## src/rtl/b16_slice_subtractor.sv

```systemverilog
// b16_slice_subtractor: computes D = A - B one SLICE-bit slice per clock, chaining the borrow through a register.
// Operands and results move over valid/ready handshakes; the result and flags hold in HOLD until accepted.
module b16_slice_subtractor #(
  parameter int WIDTH = 16,
  parameter int SLICE = 8
) (
  input  logic             clk,
  input  logic             rst,
  input  logic             in_valid,
  output logic             in_ready,
  input  logic [WIDTH-1:0] A,
  input  logic [WIDTH-1:0] B,
  output logic             out_valid,
  input  logic             out_ready,
  output logic [WIDTH-1:0] D,
  output logic             Bout,
  output logic             Z,
  output logic             V
);

  localparam int N = WIDTH / SLICE;
  localparam int IDXW = (N > 1) ? $clog2(N) : 1;
  localparam logic [IDXW-1:0] LAST_IDX = IDXW'(N - 1);

  typedef enum logic [1:0] {IDLE, CALC, HOLD} state_t;

  state_t           r_state;
  state_t           w_stateNext;
  logic [WIDTH-1:0] r_a;
  logic [WIDTH-1:0] r_b;
  logic [WIDTH-1:0] r_d;
  logic [IDXW-1:0]  r_idx;
  logic             r_borrow;
  logic             r_bout;
  logic             r_z;
  logic             r_v;

  logic [SLICE-1:0] w_aSlice;
  logic [SLICE-1:0] w_bSlice;
  logic [SLICE-1:0] w_dSlice;
  logic             w_borrowNext;
  logic [WIDTH-1:0] w_dNext;
  logic             w_accept;
  logic             w_lastSlice;

  assign w_accept    = (r_state == IDLE) && in_valid;
  assign w_lastSlice = (r_state == CALC) && (r_idx == LAST_IDX);

  assign w_aSlice = r_a[r_idx*SLICE +: SLICE];
  assign w_bSlice = r_b[r_idx*SLICE +: SLICE];
  // The extra top bit of the (SLICE+1)-bit difference is the borrow out of this slice.
  assign {w_borrowNext, w_dSlice} = {1'b0, w_aSlice} - {1'b0, w_bSlice} - {{SLICE{1'b0}}, r_borrow};

  always_comb begin
    w_dNext = r_d;
    w_dNext[r_idx*SLICE +: SLICE] = w_dSlice;
  end

  always_ff @(posedge clk) begin
    if (rst) r_state <= IDLE;
    else     r_state <= w_stateNext;
  end

  always_comb begin
    w_stateNext = r_state;
    in_ready    = 1'b0;
    out_valid   = 1'b0;
    case (r_state)
      IDLE: begin
        in_ready = 1'b1;
        if (in_valid) w_stateNext = CALC;
      end
      CALC: begin
        if (r_idx == LAST_IDX) w_stateNext = HOLD;
      end
      HOLD: begin
        out_valid = 1'b1;
        if (out_ready) w_stateNext = IDLE;
      end
      default: w_stateNext = IDLE;
    endcase
  end

  always_ff @(posedge clk) begin
    if (rst) begin
      r_a      <= '0;
      r_b      <= '0;
      r_d      <= '0;
      r_idx    <= '0;
      r_borrow <= 1'b0;
      r_bout   <= 1'b0;
      r_z      <= 1'b0;
      r_v      <= 1'b0;
    end else begin
      if (w_accept) begin
        r_a      <= A;
        r_b      <= B;
        r_idx    <= '0;
        r_borrow <= 1'b0;
      end
      if (r_state == CALC) begin
        r_d      <= w_dNext;
        r_borrow <= w_borrowNext;
        r_idx    <= w_lastSlice ? '0 : r_idx + 1'b1;
      end
      // Flags are taken from the completed result so they stay frozen for the whole of HOLD.
      if (w_lastSlice) begin
        r_bout <= w_borrowNext;
        r_z    <= (w_dNext == '0);
        r_v    <= (r_a[WIDTH-1] != r_b[WIDTH-1]) && (w_dNext[WIDTH-1] != r_a[WIDTH-1]);
      end
    end
  end

  assign D    = r_d;
  assign Bout = r_bout;
  assign Z    = r_z;
  assign V    = r_v;

endmodule

```

## config.mk

```make
export PLATFORM = sky130hd
export DESIGN_NAME = b16_slice_subtractor
export DESIGN_NICKNAME = d
export VERILOG_FILES = /design/src/rtl/b16_slice_subtractor.sv
export SDC_FILE = /design/constraint.sdc
export NUM_CORES = 1
export LEC_CHECK = 0
export ABC_AREA = 1
export CAP_MARGIN = 25
export CORE_UTILIZATION = 45
export CTS_CLUSTER_DIAMETER = 80
export DETAILED_ROUTE_END_ITERATION = 8
export PLACE_DENSITY = 0.72
export SYNTH_ARGS = -nofsm -noshare
export SYNTH_HDL_FRONTEND = slang
export SYNTH_SLANG_ARGS = --single-unit
```

## constraint.sdc

```tcl
create_clock -name clk -period 3.2 [get_ports clk]
set_input_delay 0.48 -clock clk [delete_from_list [all_inputs] [get_ports clk]]
set_output_delay 0.48 -clock clk [all_outputs]
set_load 0.005 [all_outputs]
```

== Yosys cells after proc, flatten, opt, wreduce, memory -nomap -nowiden ==
Index checks and enable logic that the tools add are counted.
Storage, ports and cells
  register bits: 55
  memory bits (read-only): 0
  word-level logic and storage cells: 42
  output and inout bits: 21
  latch bits: 0
  memory bits (writable): 0
  memories: 0
  bits of input ports: 36
Cells by class
  add/sub/neg operators: 4
  reduce and logical (&&, ||, !) cells: 7
  mux-type cells: 11
  order comparisons: 0
  eq/ne operators: 7
  multiply operators: 0
  div/mod/pow operators: 0
  shifts and indexed selects: 4
  bitwise operators: 0
Operators by type and width (number)
  4-bit negation with 34-bit output: 1
  8-bit by 34-bit variable shift with 16-bit output (first input constant): 1
  8-bit by 34-bit variable part select with 16-bit output: 1
  16-bit by 5-bit variable part select with 8-bit output: 2
  16-bit bitwise mux: 1
  16-bit zero test: 1
  8-bit by 8-bit subtractor with 9-bit output: 1
  9-bit by 1-bit subtractor with 9-bit output: 1
  1-bit 2-to-1 mux: 6
  2-bit 2-to-1 mux: 3
  2-bit inequality test (second input constant): 3
  2-bit one-hot mux with 3 select lines: 1
  1-bit logical AND: 3
  3-bit AND reduction: 1
  2-bit by 1-bit equality test with 1-bit output (second input constant): 1
  2-bit equality test (second input constant): 1
  2-bit zero test: 1
  1-bit inequality test: 2
  2-bit nonzero test: 1
  1-bit adder (second input constant): 1

== Logic depth before layout (Yosys ltp) ==
Gate-level depths: netlist of the first run.
  word-level depth: 7
  gate-level depth with buffers: 17

== Least setup slack after synthesis of the first run ==
Ideal clock, no wire load.
  path kind: reg2reg
  start point: reg r_idx
  end point: reg r_z, in the netlist Z
  buffers on the path: 2
  cell stages (with the launch flop): 16
  arrival time: 2479 ps
  path slack: 651 ps
  data required time: 3130 ps
  cells stage by stage: dfxtp_1 > buf_2 > clkbuf_1 > nand2_1 > o21ai_0 > fa_1 > inv_1 > fa_1 > inv_1 > nor3_1 > nand3_1 > nor2_1 > nand3_1 > nor2_1 > nand3_1 > a21oi_1
On the way
  longest elaborated chain between the ends: 6
  elaborated cells between the ends (all ways): 10
  classes of those cells: 3 x add/sub; 4 x shift; 1 x mux; 2 x reduce/logical
RTL lines
  from (decl): RTL line 32  | logic [IDXW-1:0] r_idx;
  from (signal assigned): RTL line 104  | r_idx <= w_lastSlice ? '0 : r_idx + 1'b1;
  16-bit by 5-bit variable part select with 8-bit output, on equally long branches: RTL line 49, 50
  8-bit by 8-bit subtractor with 9-bit output: RTL line 52  | assign {w_borrowNext, w_dSlice} = {1'b0, w_aSlice} - {1'b0, w_bSlice} - {{SLICE{1'b0}}, r_borrow};
  9-bit by 1-bit subtractor with 9-bit output: RTL line 52
  8-bit by 34-bit variable part select with 16-bit output: RTL line 56  | w_dNext[r_idx*SLICE +: SLICE] = w_dSlice;
  16-bit bitwise mux: RTL line 56
  16-bit zero test: RTL line 109  | r_z <= (w_dNext == '0);
  to (signal assigned): RTL line 109
  to (decl): RTL line 35  | logic r_z;
Several ways; a longest one is shown, not always the timed one.
A chain may end at the register's enable or synchronous reset.

== Final worst setup path of the first run ==
  start point: reg r_idx
  end point: reg r_v, in the netlist V
On the way
  longest elaborated chain between the ends: 7
  elaborated cells between the ends (all ways): 11
  classes of those cells: 3 x add/sub; 1 x eq/ne; 4 x shift; 1 x mux; 2 x reduce/logical
RTL lines
  16-bit by 5-bit variable part select with 8-bit output, on equally long branches: RTL line 49, 50
  8-bit by 8-bit subtractor with 9-bit output: RTL line 52
  9-bit by 1-bit subtractor with 9-bit output: RTL line 52
  8-bit by 34-bit variable part select with 16-bit output: RTL line 56
  16-bit bitwise mux: RTL line 56
  1-bit inequality test: RTL line 110  | r_v <= (r_a[WIDTH-1] != r_b[WIDTH-1]) && (w_dNext[WIDTH-1] != r_a[WIDTH-1]);
  1-bit logical AND: RTL line 110
  to (signal assigned): RTL line 110
  to (decl): RTL line 36  | logic r_v;
Several ways; a longest one is shown, not always the timed one.

==> results of run 1 <==
## per-layer routing
metal	vias to the layer above	global-route usage (%)	wire, µm
li1	1329	-	-
met1	1064	25.1	2830
met2	64	35.3	2750
met3	7	3.52	258
met4	0	6.43	81
met5	-	0	0
## cells by family (layout without fill, tap and decap cells)
group | count (synthesis) | after routing | synth area share, %
muxes | 7 | 7 | 2.53
DFF | 55 | 55 | 39.7
xor gates and xnor gates | 3 | 3 | 0.947
AOI/OAI and AO/OA | 73 | 73 | 14.2
and+or+nand+nor | 157 | 157 | 23.6
buffers and inverters | 86 | 133 | 12.2
adders and majority gates | 14 | 14 | 6.86
## flip-flops by register name (all words and copies together), names as in the netlist
register  cells
r_a          16
r_state       2
Bout          1
r_borrow      1
V             1
Z             1
r_b          16
r_idx         1
D            16
## worst max-delay path by stage
stage,from,end,slack (ns)
2_1_floorplan,r_idx,Z,0.65
3_3_place_gp,r_idx,V,0.76
3_5_place_dp,r_idx,V,0.65
4_1_cts,r_idx,V,0.62
5_1_grt,r_idx,Z,0.39
6_report,r_idx,V,0.63
## area by class of cell
| cell class | instances | area (µm²) | share of cell area (%) |
|---|---|---|---|
| Timing Repair Buffer | 58 | 571 | 16.6 |
| Tap cell | 75 | 93.8 | 2.73 |
| Sequential cell | 55 | 1100 | 32.0 |
| Multi-Input combinational cell | 254 | 1340 | 38.9 |
| Clock buffer | 5 | 68.8 | 2.00 |
| Clock inverter | 1 | 7.51 | 0.218 |
| Inverter | 69 | 259 | 7.54 |
## metrics by stage
stage	util, %	cells
after floorplan	-	395
after global placement	56.7	511
after detailed placement	56.7	511
after CTS	58.0	517
after global routing	58.0	517
final	58.0	517
## power breakdown
part           internal, mW  total [mW]  switching [mW]
Sequential            0.736       0.765          0.0293
Combinational         0.237       0.570           0.333
Clock                 0.146       0.354           0.208
## worst reg2reg max path, delay by kind of cell, from the launching register on
kind	cells	cell delay, ns
compound gates	1	0.19
flops	1	0.45
fa+ha+maj	2	0.54
buf+inv	3	0.40
simple gates	7	0.68
mux	1	0.22
## placed cells by master (no fill, tap or decap), drive strengths merged, types with 2 or more instances in the layout
cell type / synthesis / final
a211oi: 9 / 9
nor2: 26 / 26
inv: 69 / 69
dfxtp: 55 / 55
mux2i: 7 / 7
a21oi: 46 / 46
xnor2: 3 / 3
and2: 2 / 2
clkbuf: 9 / 5
ha: 12 / 12
clkdlybuf4s50: 0 / 55
nand4: 4 / 4
fa: 2 / 2
o21ai: 16 / 16
buf: 8 / 3
nand2: 106 / 106
nand3: 17 / 17
==> impl_metrics.csv, run 1 <==
group,metric,value,unit
floorplanning,start_util,46.9,%
clocking,clkTransAtPathRegs,0.09,ns
yosys,ys_ff_latch,55,
route,drc,0,
yosys,seq_area_frac_synth,39.7,%
route,firstDrtPassIters,4,
yosys,synth_top_cell_area_share,39.7,%
worst_setup_path,slowest_delay,0.45,ns
finish,diodes,0,
yosys,synth_edf_count,0,
place,gp_congestion,0.829,
worst_setup_path,worstSetupEndpointType,"flip-flop",
yosys,async_flop_share,0,%
sta,drv_slew,0,
clocking,cts.sinks,55,
sta,timing.fmax,0.389,GHz
yosys,synth_cell_types,27,
route,wire_per_inst,11.5,µm
grt,grt.total_usage,20.3,%
floorplanning,dieArea,6480,µm²
worst_setup_path,reg2reg_depth,14,
sta,fin_crit,2.57,ns
finish,drive_gt1_share,4.75,%
route,ant_nets,0,
clocking,cts_hold_buf,0,
sta,worstMarginPinSlew,1.01,ns
place,io_buffers,56,
worst_setup_path,cpMaxStageDelayCell,"dfxtp_1",
yosys,syn-cell-area,2770,µm²
sta,setup_tns,0,ns
place,dp_hpwl,4.39,mm
yosys,synth-main-ff-cell,"dfxtp_1",
yosys,synth.most_common_cell,"nand2_1",
route,drt_iter0_drc,124,
power_and_ir_drop,powerDensity,491,nW/µm²
min_path,hp-start,"r_a[2]",
yosys,syn_avg_cell_area,7.02,µm²
floorplanning,die_height,80.5,µm
grt,antenna_found_initial,0,
min_path,holdPathEnd,"r_a[2]",
yosys,netlist_instances,395,
sta,grt_setup_unrepaired,"false",
min_path,worstHoldPathCells,2,
clocking,clock_latency,0.30,ns
yosys,syn_nets,445,
worst_setup_path,cp.buffers_inverters,3,
worst_setup_path,crit_family,"simple AND/OR/NAND/NOR gates",
clocking,cts-resized-gates,0,
worst_setup_path,cp.arrival,2.78,ns
floorplanning,core_area,5920,µm²
finish,nFillCells,595,
floorplanning,pin_count,57,
finish,final_cell_area,3440,µm²
sta,skew,0.00461,ns
worst_setup_path,critical_path_class,"flip-flop to flip-flop",
yosys,synth_area_leaders,"dfxtp_1 (40%), nand2_1 (14%), inv_1 (8.4%), a21oi_1 (8.3%), ha_1 (5.4%)",
clocking,numCtsBuffers,5,
route,via_per_inst,4.77,
sta,whs,0.467,ns
place,place_area,3360,µm²
worst_setup_path,r2r_slack,0.63,ns
sta,fin_crit_sh,80.3,%
status,outcome,"finished clean",
floorplanning,num_rows,28,
clocking,clockBufferDepth,2,
clocking,cts_tree,"built",
route,vias,2464,
power_and_ir_drop,leakage,1.53,nW
finish,nets,493,
yosys,yosysTopAreaCell,"dfxtp_1",
yosys,yosysWarnings,0,
place,dp_slack,0.646,ns
sta,setup_ws,0.631,ns
grt,grt-ovfl-total,0,
power_and_ir_drop,total_power,1.69,mW
worst_setup_path,critical_path_depth,14,
worst_setup_path,r2r-end,"V",
worst_setup_path,rr_startpoint,"r_idx",
grt,grt_pass1_vias,2333,
worst_setup_path,critPathRequiredTime,3.41,ns
floorplanning,die_x,80.5,µm
yosys,synthTopCellsByCount,"nand2_1 (104), inv_1 (62), dfxtp_1 (55), a21oi_1 (46), nor2_1 (24)",
worst_setup_path,path_cells,"buf_4 > mux2i_1 > ha_1 > inv_1 > ha_1 > a21o_1 > nor2_1 > nand2_1 > nand2_1 > nand3_1 > nand3_1 > nand3_1 > nand2_1 > inv_1",
sta,finalSetupViolCount,0,
grt,grt_pass1_wl,10.2,mm
sta,finalHoldViolCount,0,
clocking,cts_max_level,2,
worst_setup_path,worstSetupStartpointType,"flip-flop",
worst_setup_path,worstPathMaxFanout,16,
job,maxCapViolations,0,
sta,slew_headroom,32.7,%
clocking,post-cts-setup-buffers,0,
min_path,holdCritPathClass,"flip-flop to flip-flop",
grt,grt_max_degree,56,
finish,syn2layout_area_growth,23.9,%
power_and_ir_drop,peakVddDrop,245,µV
route,drt-total-wl,5.93,mm
clocking,root_buffer,"clkbuf_8",
Note: power is estimated with default switching activity, not from simulation.
==> inputs of run 2 (changes only) <==
==> constraint.sdc (replaced) <==
create_clock -name clk -period 2.57 [get_ports clk]
set_input_delay 0.3855 -clock clk [delete_from_list [all_inputs] [get_ports clk]]
set_output_delay 0.3855 -clock clk [all_outputs]
set_load 0.005 [all_outputs]
==> impl_metrics.csv, run 2 (same netlist as run 1, synthesis figures left out) <==
group,metric,value,unit
status,outcome,"finished clean",
floorplanning,die_x,80.5,µm
sta,timing.fmax,0.428,GHz
sta,slew_headroom,45.6,%
route,via_per_inst,4.86,
sta,whs,0.469,ns
power_and_ir_drop,p_switching,717,µW
route,drt-total-wl,5.97,mm
floorplanning,die_height,80.5,µm
power_and_ir_drop,seqPwrFrac,45.1,%
grt,antenna_found_initial,0,
clocking,clockBufferDepth,2,
job,maxCapViolations,0,
finish,final_cell_mix,"nand2_1 (104), inv_1 (62), clkdlybuf4s50_1 (55)",
floorplanning,dieArea,6480,µm²
grt,grt_pass1_wl,10.5,mm
clocking,post-cts-setup-buffers,0,
sta,fin_crit_sh,90.8,%
power_and_ir_drop,combPwrFrac,33.8,%
clocking,numCtsBuffers,5,
power_and_ir_drop,p_sw_share,33.9,%
sta,drv_slew,0,
floorplanning,num_rows,28,
sta,finalSetupViolCount,0,
power_and_ir_drop,powerDensity,611,nW/µm²
clocking,clock_latency,0.31,ns
grt,grt_pass1_vias,2496,
floorplanning,start_util,46.9,%
sta,grt_setup_unrepaired,"false",
sta,setup_tns,0,ns
grt,grt.total_usage,20.9,%
finish,nets,496,
worst_setup_path,worstPathMaxFanout,11,
route,drt_iter0_drc,82,
place,io_buffers,56,
finish,final-seq-area,1100,µm²
clocking,clkTransAtPathRegs,0.09,ns
floorplanning,core_area,5920,µm²
sta,worstMarginPinSlew,0.816,ns
clocking,cts_tree,"built",
power_and_ir_drop,p_int,1.40,mW
worst_setup_path,critPathLaunch,"r_idx",
grt,grt-ovfl-total,0,
clocking,root_buffer,"clkbuf_8",
route,ant_nets,0,
power_and_ir_drop,leakage,1.55,nW
route,firstDrtPassIters,5,
min_path,hp-start,"r_a[10]",
route,drc,0,
clocking,cts_max_level,2,
finish,syn2layout_area_growth,25.1,%
finish,nFillCells,595,
sta,finalHoldViolCount,0,
worst_setup_path,cp.arrival,2.57,ns
place,gp_congestion,0.870,
route,wire_per_inst,11.5,µm
finish,multiInputGateArea,1340,µm²
worst_setup_path,rr_startpoint,"r_idx",
route,vias,2528,
clocking,cts_hold_buf,0,
grt,grt_max_degree,46,
finish,final_common_cell,"nand2_1",
sta,fin_crit,2.33,ns
worst_setup_path,critical_path_class,"flip-flop to flip-flop",
worst_setup_path,worstSetupStartpointType,"flip-flop",
floorplanning,pin_count,57,
place,dp_hpwl,4.59,mm
sta,skew,0.00586,ns
power_and_ir_drop,peakVddDrop,304,µV
finish,final_util,58.6,%
worst_setup_path,critPathRequiredTime,2.81,ns
worst_setup_path,worstSetupEndpointType,"flip-flop",
clocking,cts.sinks,55,
finish,diodes,0,
power_and_ir_drop,power_frac_clock,21.1,%
min_path,holdCritPathClass,"flip-flop to flip-flop",
finish,drive_gt1_share,6.07,%
power_and_ir_drop,total_power,2.12,mW
==> run 2: changes by cell type in the layout (fill, tap and decap cells not counted), sizes merged <==
| cell | change |
|---|---|
| buf | +3 |
==> run 2: metrics by stage <==
stage	std cells	setup slack (ns)	instance area, µm²
after floorplan	395	0.0209	2770
after global placement	514	0.190	3380
after detailed placement	514	0.119	3380
after CTS	520	0.0866	3460
after global routing	520	0.0112	3470
final	520	0.236	3470
==> run 2: timing repair <==
action,4_1_cts,5_1_grt
resized for setup,0,7
endpoints found under the setup margin,0,8
hold endpoints to repair,0,0
==> run 2: metal layers <==
metal  global-route usage [%]  routed length, µm  vias up
met2                     37.4               2790       63
met1                     23.6               2730     1105
li1                         -                  -     1341
met3                     4.43                253       19
met5                        0                  0        -
met4                     9.46                196        0
==> run 2: area by class of cell <==
| cell class | instances | share of cell area (%) |
|---|---|---|
| Clock buffer | 5 | 1.98 |
| Clock inverter | 1 | 0.216 |
| Inverter | 69 | 7.54 |
| Multi-Input combinational cell | 254 | 38.6 |
| Sequential cell | 55 | 31.8 |
| Tap cell | 75 | 2.70 |
| Timing Repair Buffer | 61 | 17.1 |
==> run 2: worst max-delay path: stages, from the launching register on <==
cell and delay, ns:
dfxtp_4 0.39, buf_4 0.20, mux2i_1 0.21, ha_1 0.25, inv_1 0.06, ha_1 0.27
a21oi_1 0.25, nand3b_1 0.14, nand3_1 0.09, xnor2_1 0.22, nand2_1 0.07, a21oi_1 0.11
==> run 2: final timing paths <==
path         slack, ns        to  cells past startpoint
max               0.24  r_borrow                     11
max reg2reg       0.24  r_borrow                     11
min reg2reg       0.47   r_a[10]                      2
min               0.47   r_a[10]                      2
==> run 2: power groups by stage <==
stage	Combinational, mW	Sequential (mW)	Clock (mW)
2_1_floorplan	0.492	0.966	0
3_3_place_gp	0.696	0.973	0
3_5_place_dp	0.711	0.976	0
4_1_cts	0.714	0.956	0.461
5_1_grt	0.825	0.962	0.491
6_report	0.716	0.955	0.448
==> inputs of run 3 (changes only) <==
==> constraint.sdc (replaced) <==
create_clock -name clk -period 2.5 [get_ports clk]
set_input_delay 0.375 -clock clk [delete_from_list [all_inputs] [get_ports clk]]
set_output_delay 0.375 -clock clk [all_outputs]
set_load 0.005 [all_outputs]
==> impl_metrics.csv, run 3 (same netlist as run 1, synthesis figures left out) <==
group,metric,value,unit
power_and_ir_drop,power_frac_clock,21.4,%
grt,grtUsageMet1,24.7,%
clocking,clockBufferDepth,2,
power_and_ir_drop,peakVddDrop,303,µV
route,wire_per_inst,12.0,µm
worst_setup_path,critPathRequiredTime,2.71,ns
floorplanning,die_height,80.5,µm
grt,met3_usage,3.75,%
clocking,clkTransAtPathRegs,0.10,ns
clocking,cts_max_level,2,
clocking,cts.sinks,55,
worst_setup_path,worstSetupStartpointType,"flip-flop",
worst_setup_path,worstPathMaxFanout,6,
grt,grt-ovfl-total,0,
floorplanning,die_x,80.5,µm
power_and_ir_drop,powerDensity,634,nW/µm²
clocking,cts_hold_buf,0,
power_and_ir_drop,p_sw_share,34.6,%
power_and_ir_drop,combPwrFrac,35.3,%
route,firstDrtPassIters,4,
route,drt_iter0_drc,75,
finish,syn2layout_area_growth,29.3,%
route,ant_nets,0,
worst_setup_path,worstSetupEndpointType,"flip-flop",
power_and_ir_drop,p_int,1.49,mW
sta,fin_crit_sh,92.4,%
finish,drive_gt1_share,8.71,%
sta,whs,0.470,ns
finish,final_cell_mix,"nand2_1 (101), inv_1 (62), clkdlybuf4s50_1 (55)",
route,drt-total-wl,6.29,mm
sta,finalSetupViolCount,0,
sta,finalHoldViolCount,0,
finish,diodes,0,
grt,grt_pass1_wl,10.5,mm
power_and_ir_drop,p_switching,787,µW
floorplanning,num_rows,28,
worst_setup_path,critical_path_class,"flip-flop to flip-flop",
min_path,holdCritPathClass,"flip-flop to flip-flop",
floorplanning,start_util,46.9,%
worst_setup_path,path_cells,"buf_12 > mux2i_1 > ha_1 > inv_1 > ha_1 > nand2_1 > inv_1 > nand2_1 > nand3_1 > xnor2_1 > inv_1 > o21ai_1 > inv_1",
worst_setup_path,cp.arrival,2.52,ns
sta,slew_headroom,53.3,%
clocking,cts_tree,"built",
floorplanning,pin_count,57,
clocking,root_buffer,"clkbuf_8",
grt,antenna_found_initial,0,
floorplanning,dieArea,6480,µm²
finish,final_common_cell,"nand2_1",
grt,grt_pass1_vias,2442,
worst_setup_path,path_common_cell,"inv_1",
sta,fin_crit,2.31,ns
clocking,clock_latency,0.31,ns
route,drc,0,
finish,nets,498,
power_and_ir_drop,leakage,1.59,nW
finish,final_util,60.6,%
power_and_ir_drop,seqPwrFrac,43.3,%
worst_setup_path,crit_family,"adder cells",
sta,timing.fmax,0.433,GHz
job,maxCapViolations,0,
worst_setup_path,cp.buffers_inverters,5,
place,gp_congestion,0.850,
worst_setup_path,slowest_delay,0.44,ns
worst_setup_path,cpMaxStageDelayCell,"dfxtp_4",
sta,skew,0.00807,ns
grt,grt_max_degree,38,
route,vias,2584,
grt,grt.total_usage,21.0,%
grt,groute.layer.met2.usage,38.4,%
floorplanning,core_area,5920,µm²
clocking,numCtsBuffers,5,
status,outcome,"finished clean",
sta,worstMarginPinSlew,0.700,ns
sta,drv_slew,0,
grt,busiest_layer,"met2",
place,dp_hpwl,4.61,mm
route,via_per_inst,4.94,
place,io_buffers,56,
run 3: timing repair:
action                                  in CTS  in global routing
endpoints found under the setup margin       0                 10
gates resized for setup                      0                 22
buffers inserted                             0                  1
run 3: layout make-up:
class,count,area (µm²)
inverters,69,267
repair buffers,63,642
multi-input cells,254,1400
flip-flops and latches,55,1100
clock buffers,5,68.8
well taps,75,93.8
fillers,564,2330
clock inverters,2,13.8
run 3: worst register-to-register path, delay by kind of cell, from the launching register on:
family | cells | cell delay [ns]
multiplexers | 1 | 0.20
adder cells (fa/ha/maj) | 2 | 0.53
XOR/XNOR | 1 | 0.26
buffers and inverters | 5 | 0.40
flip-flops | 1 | 0.44
AO/OA/AOI/OAI | 1 | 0.14
AND/OR/NAND/NOR | 3 | 0.26
run 3: final timing paths:
path | to | slack [ns] | cells after the start | startpoint
hold reg to reg | r_b[7] | 0.47 | 2 | r_b[7]
setup / recovery | D[5] | 0.19 | 13 | r_idx
hold / removal | r_b[7] | 0.47 | 2 | r_b[7]
setup reg to reg | D[5] | 0.19 | 13 | r_idx
run 3: through the flow:
stage	setup TNS [ns]	area [µm²]	power [mW]	worst slack, ns	instances
6_report	0	3590	2.28	0.190	523
5_1_grt	-0.0118	3590	2.44	-0.0118	523
4_1_cts	0	3460	2.21	0.0669	521
3_5_place_dp	0	3380	1.73	0.0964	514
3_3_place_gp	0	3380	1.72	0.193	514
2_1_floorplan	0	2780	1.50	0.0346	395
run 3: layer usage:
metal / vias to the layer above / wire length [µm]
li1: 1341 / -
met1: 1176 / 2820
met2: 55 / 3170
met3: 12 / 208
met4: 0 / 84
met5: - / 0
run 3: power by group through the flow:
stage | clock, mW | sequential (mW) | combinational [mW]
final | 0.488 | 0.984 | 0.804
after global routing | 0.530 | 0.991 | 0.914
after CTS | 0.496 | 0.980 | 0.736
after global placement | 0 | 0.998 | 0.719
after detailed placement | 0 | 1.00 | 0.734
after floorplan | 0 | 0.993 | 0.507
